<file path="config.mk">
export PLATFORM = sky130hd
export DESIGN_NAME = mem_arbiter_flat
export DESIGN_NICKNAME = d
export VERILOG_FILES = /design/src/rtl/mem_arbiter_if.sv /design/src/rtl/mem_arbiter.sv /design/src/flat_wrapper.sv
export SDC_FILE = /design/constraint.sdc
export NUM_CORES = 1
export LEC_CHECK = 0
export ABC_AREA = 1
export ABC_CLOCK_PERIOD_IN_PS = 2370
export BUFFER_PORTS_ARGS = -buffer_cell sky130_fd_sc_hd__buf_2
export CAP_MARGIN = 10
export CELL_PAD_IN_SITES_DETAIL_PLACEMENT = 2
export CELL_PAD_IN_SITES_GLOBAL_PLACEMENT = 2
export CORE_MARGIN = 1
export CORE_UTILIZATION = 27
export CTS_BUF_LIST = sky130_fd_sc_hd__clkbuf_2 sky130_fd_sc_hd__clkbuf_4 sky130_fd_sc_hd__clkbuf_8
export CTS_CLUSTER_DIAMETER = 150
export DETAILED_ROUTE_END_ITERATION = 10
export PLACE_DENSITY = 0.94
export REMOVE_ABC_BUFFERS = 1
export SETUP_SLACK_MARGIN = 0.4
export SLEW_MARGIN = 20
export SYNTH_ARGS = -nofsm -noshare
export SYNTH_HDL_FRONTEND = slang
export SYNTH_SLANG_ARGS = --single-unit
</file>
<file path="constraint.sdc">
create_clock -name clk -period 2.37 [get_ports clk]
set_input_delay 0.237 -clock clk [delete_from_list [all_inputs] [get_ports clk]]
set_output_delay 0.237 -clock clk [all_outputs]
set_load 0.005 [all_outputs]
</file>
<file path="src/rtl/mem_arbiter_if.sv">
// Bundle of requester, memory and status signals around mem_arbiter.
// slave: the arbiter's view; master: the environment (requesters + memory).
interface mem_arbiter_if;
  // instruction side
  logic        i_req;
  logic [15:0] i_addr;
  logic [15:0] i_rdata;
  logic        i_rvalid;
  logic        i_done;
  // data side
  logic        d_req;
  logic        d_we;
  logic [15:0] d_addr;
  logic [15:0] d_wdata;
  logic        d_wnext;
  logic [15:0] d_rdata;
  logic        d_rvalid;
  logic        d_done;
  // shared memory port
  logic [15:0] mem_addr;
  logic        mem_re;
  logic        mem_we;
  logic [15:0] mem_wdata;
  logic [15:0] mem_rdata;
  logic        mem_rdy;
  // status
  logic        busy;
  logic        err;

  modport slave (
    input  i_req, i_addr, d_req, d_we, d_addr, d_wdata, mem_rdata, mem_rdy,
    output i_rdata, i_rvalid, i_done, d_wnext, d_rdata, d_rvalid, d_done,
    output mem_addr, mem_re, mem_we, mem_wdata, busy, err
  );

  modport master (
    output i_req, i_addr, d_req, d_we, d_addr, d_wdata, mem_rdata, mem_rdy,
    input  i_rdata, i_rvalid, i_done, d_wnext, d_rdata, d_rvalid, d_done,
    input  mem_addr, mem_re, mem_we, mem_wdata, busy, err
  );
endinterface

</file>
<file path="src/rtl/mem_arbiter.sv">
// Instruction/data burst arbiter sharing one memory port. Each grant runs a
// BEATS-word line burst (fill or writeback) with a per-beat wait timeout.
module mem_arbiter #(
  parameter int BEATS   = 4,
  parameter int TIMEOUT = 255
) (
  input  logic         clk,
  input  logic         rst,
  mem_arbiter_if.slave bus
);

  localparam int              BW         = $clog2(BEATS);
  localparam logic [BW-1:0]   LAST_BEAT  = BW'(BEATS - 1);
  localparam logic [15:0]     WAIT_LIMIT = 16'(TIMEOUT - 1);

  typedef enum logic [2:0] {
    IDLE = 3'd0,
    I_RD = 3'd1,
    D_RD = 3'd2,
    D_WR = 3'd3,
    DONE = 3'd4
  } state_e;

  state_e         state_q, state_d;
  logic [BW-1:0]  beat_q, beat_d;
  logic [15:0]    wait_q, wait_d;
  logic [15-BW:0] tag_q, tag_d;             // line address without beat bits
  logic           owner_q, owner_d;         // 1 = data side owns the burst
  logic           last_grant_q, last_grant_d; // 1 = data side won last
  logic           err_q, err_d;
  logic [15:0]    i_rdata_q, i_rdata_d;
  logic [15:0]    d_rdata_q, d_rdata_d;
  logic           i_rvalid_q, i_rvalid_d;
  logic           d_rvalid_q, d_rvalid_d;

  logic active_s;
  logic grant_data_s;
  logic timeout_s;
  logic last_beat_s;

  assign active_s     = (state_q == I_RD) || (state_q == D_RD) || (state_q == D_WR);
  // On a tie the side that did not win last time gets the grant.
  assign grant_data_s = bus.d_req && (!bus.i_req || !last_grant_q);
  assign timeout_s    = !bus.mem_rdy && (wait_q == WAIT_LIMIT);
  assign last_beat_s  = (beat_q == LAST_BEAT);

  // Next-state, beat/wait counters, grant latching and the sticky timeout flag.
  always_comb begin
    state_d      = state_q;
    beat_d       = beat_q;
    wait_d       = wait_q;
    tag_d        = tag_q;
    owner_d      = owner_q;
    last_grant_d = last_grant_q;
    err_d        = err_q;
    case (state_q)
      IDLE: begin
        beat_d = '0;
        wait_d = 16'h0000;
        if (bus.i_req || bus.d_req) begin
          owner_d      = grant_data_s;
          last_grant_d = grant_data_s;
          if (grant_data_s) begin
            tag_d   = bus.d_addr[15:BW];
            state_d = bus.d_we ? D_WR : D_RD;
          end else begin
            tag_d   = bus.i_addr[15:BW];
            state_d = I_RD;
          end
        end else begin
          state_d = IDLE;
        end
      end
      I_RD, D_RD, D_WR: begin
        if (bus.mem_rdy) begin
          wait_d = 16'h0000;
          if (last_beat_s) begin
            beat_d  = '0;
            state_d = DONE;
          end else begin
            beat_d = beat_q + BW'(1);
          end
        end else if (timeout_s) begin
          wait_d  = 16'h0000;
          beat_d  = '0;
          err_d   = 1'b1;
          state_d = DONE;
        end else begin
          wait_d = wait_q + 16'd1;
        end
      end
      DONE: begin
        state_d = IDLE;
      end
      default: begin
        state_d = IDLE;
      end
    endcase
  end

  // Capture read data for whichever side owns the beat completing this cycle.
  always_comb begin
    i_rvalid_d = 1'b0;
    d_rvalid_d = 1'b0;
    i_rdata_d  = i_rdata_q;
    d_rdata_d  = d_rdata_q;
    if (bus.mem_rdy && (state_q == I_RD)) begin
      i_rvalid_d = 1'b1;
      i_rdata_d  = bus.mem_rdata;
    end else if (bus.mem_rdy && (state_q == D_RD)) begin
      d_rvalid_d = 1'b1;
      d_rdata_d  = bus.mem_rdata;
    end else begin
      i_rvalid_d = 1'b0;
      d_rvalid_d = 1'b0;
    end
  end

  // State and datapath registers; reset abandons any burst and zeroes all outputs.
  always_ff @(posedge clk) begin
    if (rst) begin
      state_q      <= IDLE;
      beat_q       <= '0;
      wait_q       <= 16'h0000;
      tag_q        <= '0;
      owner_q      <= 1'b0;
      last_grant_q <= 1'b1;
      err_q        <= 1'b0;
      i_rdata_q    <= 16'h0000;
      d_rdata_q    <= 16'h0000;
      i_rvalid_q   <= 1'b0;
      d_rvalid_q   <= 1'b0;
    end else begin
      state_q      <= state_d;
      beat_q       <= beat_d;
      wait_q       <= wait_d;
      tag_q        <= tag_d;
      owner_q      <= owner_d;
      last_grant_q <= last_grant_d;
      err_q        <= err_d;
      i_rdata_q    <= i_rdata_d;
      d_rdata_q    <= d_rdata_d;
      i_rvalid_q   <= i_rvalid_d;
      d_rvalid_q   <= d_rvalid_d;
    end
  end

  // Memory port is decoded from the state so it is quiet in IDLE and DONE.
  assign bus.mem_re    = (state_q == I_RD) || (state_q == D_RD);
  assign bus.mem_we    = (state_q == D_WR);
  assign bus.mem_addr  = active_s ? {tag_q, beat_q} : 16'h0000;
  assign bus.mem_wdata = (state_q == D_WR) ? bus.d_wdata : 16'h0000;
  assign bus.d_wnext   = (state_q == D_WR) && bus.mem_rdy;

  assign bus.i_rdata   = i_rdata_q;
  assign bus.d_rdata   = d_rdata_q;
  assign bus.i_rvalid  = i_rvalid_q;
  assign bus.d_rvalid  = d_rvalid_q;
  assign bus.i_done    = (state_q == DONE) && !owner_q;
  assign bus.d_done    = (state_q == DONE) && owner_q;
  assign bus.busy      = (state_q != IDLE);
  assign bus.err       = err_q;

endmodule

</file>
<file path="src/flat_wrapper.sv">
// flat-port wrapper written by rule: the top's interface ports become plain ports
module mem_arbiter_flat 
#(
  parameter int BEATS   = 4,
  parameter int TIMEOUT = 255
)
  (clk, rst, bus_i_req, bus_i_addr, bus_d_req, bus_d_we, bus_d_addr, bus_d_wdata, bus_mem_rdata, bus_mem_rdy, bus_i_rdata, bus_i_rvalid, bus_i_done, bus_d_wnext, bus_d_rdata, bus_d_rvalid, bus_d_done, bus_mem_addr, bus_mem_re, bus_mem_we, bus_mem_wdata, bus_busy, bus_err);
  mem_arbiter_if bus_i ();
  input  logic clk;
  input  logic rst;
  input wire logic [$bits(bus_i.i_req)-1:0] bus_i_req;
  input wire logic [$bits(bus_i.i_addr)-1:0] bus_i_addr;
  input wire logic [$bits(bus_i.d_req)-1:0] bus_d_req;
  input wire logic [$bits(bus_i.d_we)-1:0] bus_d_we;
  input wire logic [$bits(bus_i.d_addr)-1:0] bus_d_addr;
  input wire logic [$bits(bus_i.d_wdata)-1:0] bus_d_wdata;
  input wire logic [$bits(bus_i.mem_rdata)-1:0] bus_mem_rdata;
  input wire logic [$bits(bus_i.mem_rdy)-1:0] bus_mem_rdy;
  output wire logic [$bits(bus_i.i_rdata)-1:0] bus_i_rdata;
  output wire logic [$bits(bus_i.i_rvalid)-1:0] bus_i_rvalid;
  output wire logic [$bits(bus_i.i_done)-1:0] bus_i_done;
  output wire logic [$bits(bus_i.d_wnext)-1:0] bus_d_wnext;
  output wire logic [$bits(bus_i.d_rdata)-1:0] bus_d_rdata;
  output wire logic [$bits(bus_i.d_rvalid)-1:0] bus_d_rvalid;
  output wire logic [$bits(bus_i.d_done)-1:0] bus_d_done;
  output wire logic [$bits(bus_i.mem_addr)-1:0] bus_mem_addr;
  output wire logic [$bits(bus_i.mem_re)-1:0] bus_mem_re;
  output wire logic [$bits(bus_i.mem_we)-1:0] bus_mem_we;
  output wire logic [$bits(bus_i.mem_wdata)-1:0] bus_mem_wdata;
  output wire logic [$bits(bus_i.busy)-1:0] bus_busy;
  output wire logic [$bits(bus_i.err)-1:0] bus_err;
  assign bus_i.i_req = bus_i_req;
  assign bus_i.i_addr = bus_i_addr;
  assign bus_i.d_req = bus_d_req;
  assign bus_i.d_we = bus_d_we;
  assign bus_i.d_addr = bus_d_addr;
  assign bus_i.d_wdata = bus_d_wdata;
  assign bus_i.mem_rdata = bus_mem_rdata;
  assign bus_i.mem_rdy = bus_mem_rdy;
  assign bus_i_rdata = bus_i.i_rdata;
  assign bus_i_rvalid = bus_i.i_rvalid;
  assign bus_i_done = bus_i.i_done;
  assign bus_d_wnext = bus_i.d_wnext;
  assign bus_d_rdata = bus_i.d_rdata;
  assign bus_d_rvalid = bus_i.d_rvalid;
  assign bus_d_done = bus_i.d_done;
  assign bus_mem_addr = bus_i.mem_addr;
  assign bus_mem_re = bus_i.mem_re;
  assign bus_mem_we = bus_i.mem_we;
  assign bus_mem_wdata = bus_i.mem_wdata;
  assign bus_busy = bus_i.busy;
  assign bus_err = bus_i.err;
  mem_arbiter #(.BEATS(BEATS), .TIMEOUT(TIMEOUT)) u_core (.clk(clk), .rst(rst), .bus(bus_i));
endmodule
</file>
==> out/qor.yml <==
io_buffer_count: 138
synth.avg_cell_area_um2: 7.18
skew_ns: 0.0172
setup_viol: 0
grt_first_pass_wirelength_mm: 20.1
synth_area_um2: 3280
finalCritPeriodShare: 0.787
arrival_ns: 1.63
grt_util_met1: 0.216
antenna_found_initial: 0
period_minus_slack_ns: 1.86
maxSlewViolCount: 0
grt_pass1_vias: 3993
post-route-drc-count: 8
post-dp-hpwl_mm: 8.96
cts-root-buf: "clkbuf_8"
path_clk_slew_ns: 0.09
die_h_um: 112
via_count: 3561
ir_drop_uv: 332
initial_core_util: 0.282
fin_nets: 666
outcome: "complete, but fails checks"
postRouteWirelength_mm: 12.3
synth_top_area_frac: 0.440
p_per_area_nw_per_um2: 984
final_cell_mix: "buf_2 (138), nand2_1 (95), nor2_1 (73)"
yosysWarnings: 0
grt.met3_usage: 0.0324
synth_seq_cells: 72
busiest_layer: "met2"
grt-ovfl-total: 0
ios: 143
slew_headroom: 0.687
failed_checks: "design-rule violations"
tightest_slew_ns: 0.469
start_kind: "flip-flop"
cp-end-kind: "output pin"
ys_top_cells_by_area: "dfxtp_1 (44%), nand2_1 (11%), nor2_1 (8.4%), a21oi_1 (7.6%), inv_1 (6.3%)"
slowest_delay_ns: 0.61
antenna_left: 0
synth_area_leader_cell: "dfxtp_1"
areaGrowthSynthToFinish_pct: 31.1
p_leak_nw: 2.11
gp_congestion: 0.784
gr-usage-met2: 0.392
multi_input_area_um2: 1490
diodes: 0
h-tree-depth: 3
worstSetupPathType: "reg -> out"
cts_buffer_depth: 2
final_area_um2: 4300
worstSkewPairLatency_ns: 0.36
dieArea_um2: 12600
ys_seq_area_frac: 0.440
place_area_um2: 4080
nFillCells: 1380
maxCapViolCount: 0
cts_tree: "done"
rows: 39
yosysUniqueCellTypes: 26
finalHoldViolCount: 0
numCtsBuffers: 9
cp.required_ns: 2.13
drt_pre_antenna_iters: 7
cp_cell_sequence: "inv_2, nand3_1, nand2_1, buf_2"
routedWlPerCell_um: 16.6
seqCellArea_um2: 1440
rsz0062_at_grt: "false"
clock.fmax_ghz: 0.536
die_w_um: 112
cp_max_fo: 15
setup_tns_ns: 0
hp-class: "in -> reg"
syn-instance-count: 456
slowest_stage: "dfxtp_1"
drive_gt1_frac: 0.307
first_iter_violations: 63
layout_commonest_cell: "buf_2"
viasPerCell: 4.81
grt_max_degree: 25
core_um2: 11600
cts.sinks: 72
grt.total_usage: 0.201
[flip-flops by register name (all words and copies together), names as in the netlist]
name,count
u_core.bus.i_rvalid,1
u_core.beat_q,2
u_core.last_grant_q,1
u_core.tag_q,14
u_core.owner_q,1
u_core.state_q,3
u_core.bus.err,1
u_core.wait_q,16
u_core.bus.i_rdata,16
u_core.bus.d_rdata,16
u_core.bus.d_rvalid,1
[path summary, 6_finish.rpt]
kind,from,to,slack [ns],cells after the start
hold reg to reg,u_core.bus.err,u_core.bus.err,0.45,2
hold / removal,bus_mem_rdata[13],u_core.bus.i_rdata[13],0.11,2
setup reg to reg,u_core.state_q[2],u_core.bus.i_rdata[8],0.56,6
setup / recovery,u_core.state_q[2],bus_mem_re,0.51,4
[synthesized netlist by cell type (all sizes together)]
| cell | number |
|---|---|
| o31ai | 1 |
| nor3 | 6 |
| xnor2 | 2 |
| o21ai | 20 |
| dfxtp | 72 |
| buf | 9 |
| nor2 | 84 |
| nand2 | 99 |
| xor2 | 5 |
| nand3 | 15 |
| nand4 | 3 |
| inv | 63 |
| a22o | 16 |
| a21oi | 50 |
| clkbuf | 8 |
| ha | 3 |
[per-stage QoR]
stage / worst slack (ns) / cells / util / hold WS [ns] / total power, mW
6_report: 0.506 / 740 / 0.370 / 0.110 / 4.23
5_1_grt: 0.403 / 740 / 0.370 / 0.125 / 4.52
4_1_cts: 0.461 / 740 / 0.369 / 0.101 / 4.28
3_5_place_dp: 0.568 / 725 / 0.351 / 0.451 / 3.15
3_3_place_gp: 0.792 / 725 / 0.351 / 0.441 / 3.02
2_1_floorplan: 1.01 / 439 / - / 0.306 / 2.48
[metal layers]
| layer | vias to the layer above | routed length [um] | share of wire |
|---|---|---|---|
| met4 | 0 | 250 | 0.020 |
| met2 | 93 | 6620 | 0.54 |
| met1 | 1742 | 4910 | 0.40 |
| met3 | 18 | 474 | 0.039 |
| li1 | 1708 | - | - |
| met5 | - | 0 | 0 |
[layout make-up]
class / count / share of cell area
multi-input combinational: 304 / 0.348
clock buffer: 10 / 0.0306
sequential: 72 / 0.336
timing repair buffer: 143 / 0.170
clock inverter: 5 / 0.0192
tap: 143 / 0.0417
inverter: 63 / 0.0556
[power breakdown]
part	switching, mW	internal, mW	total (mW)	leakage [nW]
sequential	0.173	1.45	1.62	0.586
combinational	0.984	0.514	1.50	1.41
clock	0.503	0.602	1.10	0.110
[worst max-delay path, delay by kind of cell, from the launching register on]
family | cells | cell delay, ns
buffers and inverters | 2 | 0.40
flip-flops | 1 | 0.61
AND/OR/NAND/NOR | 2 | 0.26
[what timing repair did]
| action | in CTS | in global routing |
|---|---|---|
| hold buffers | 0 | 0 |
| resized for setup | 0 | 1 |
| setup buffers | 0 | 0 |
| setup endpoints to repair | 0 | 16 |
[cell families (layout without fill, tap and decap cells)]
kind of cell	Yosys count	count (layout)	share of synthesized area
fa+ha+maj	3	3	0.0115
flops	72	72	0.440
compound gates	87	87	0.152
xor+xnor	7	7	0.0187
buf+inv	80	221	0.105
simple gates	207	207	0.272
(Power assumes the default switching activity.)
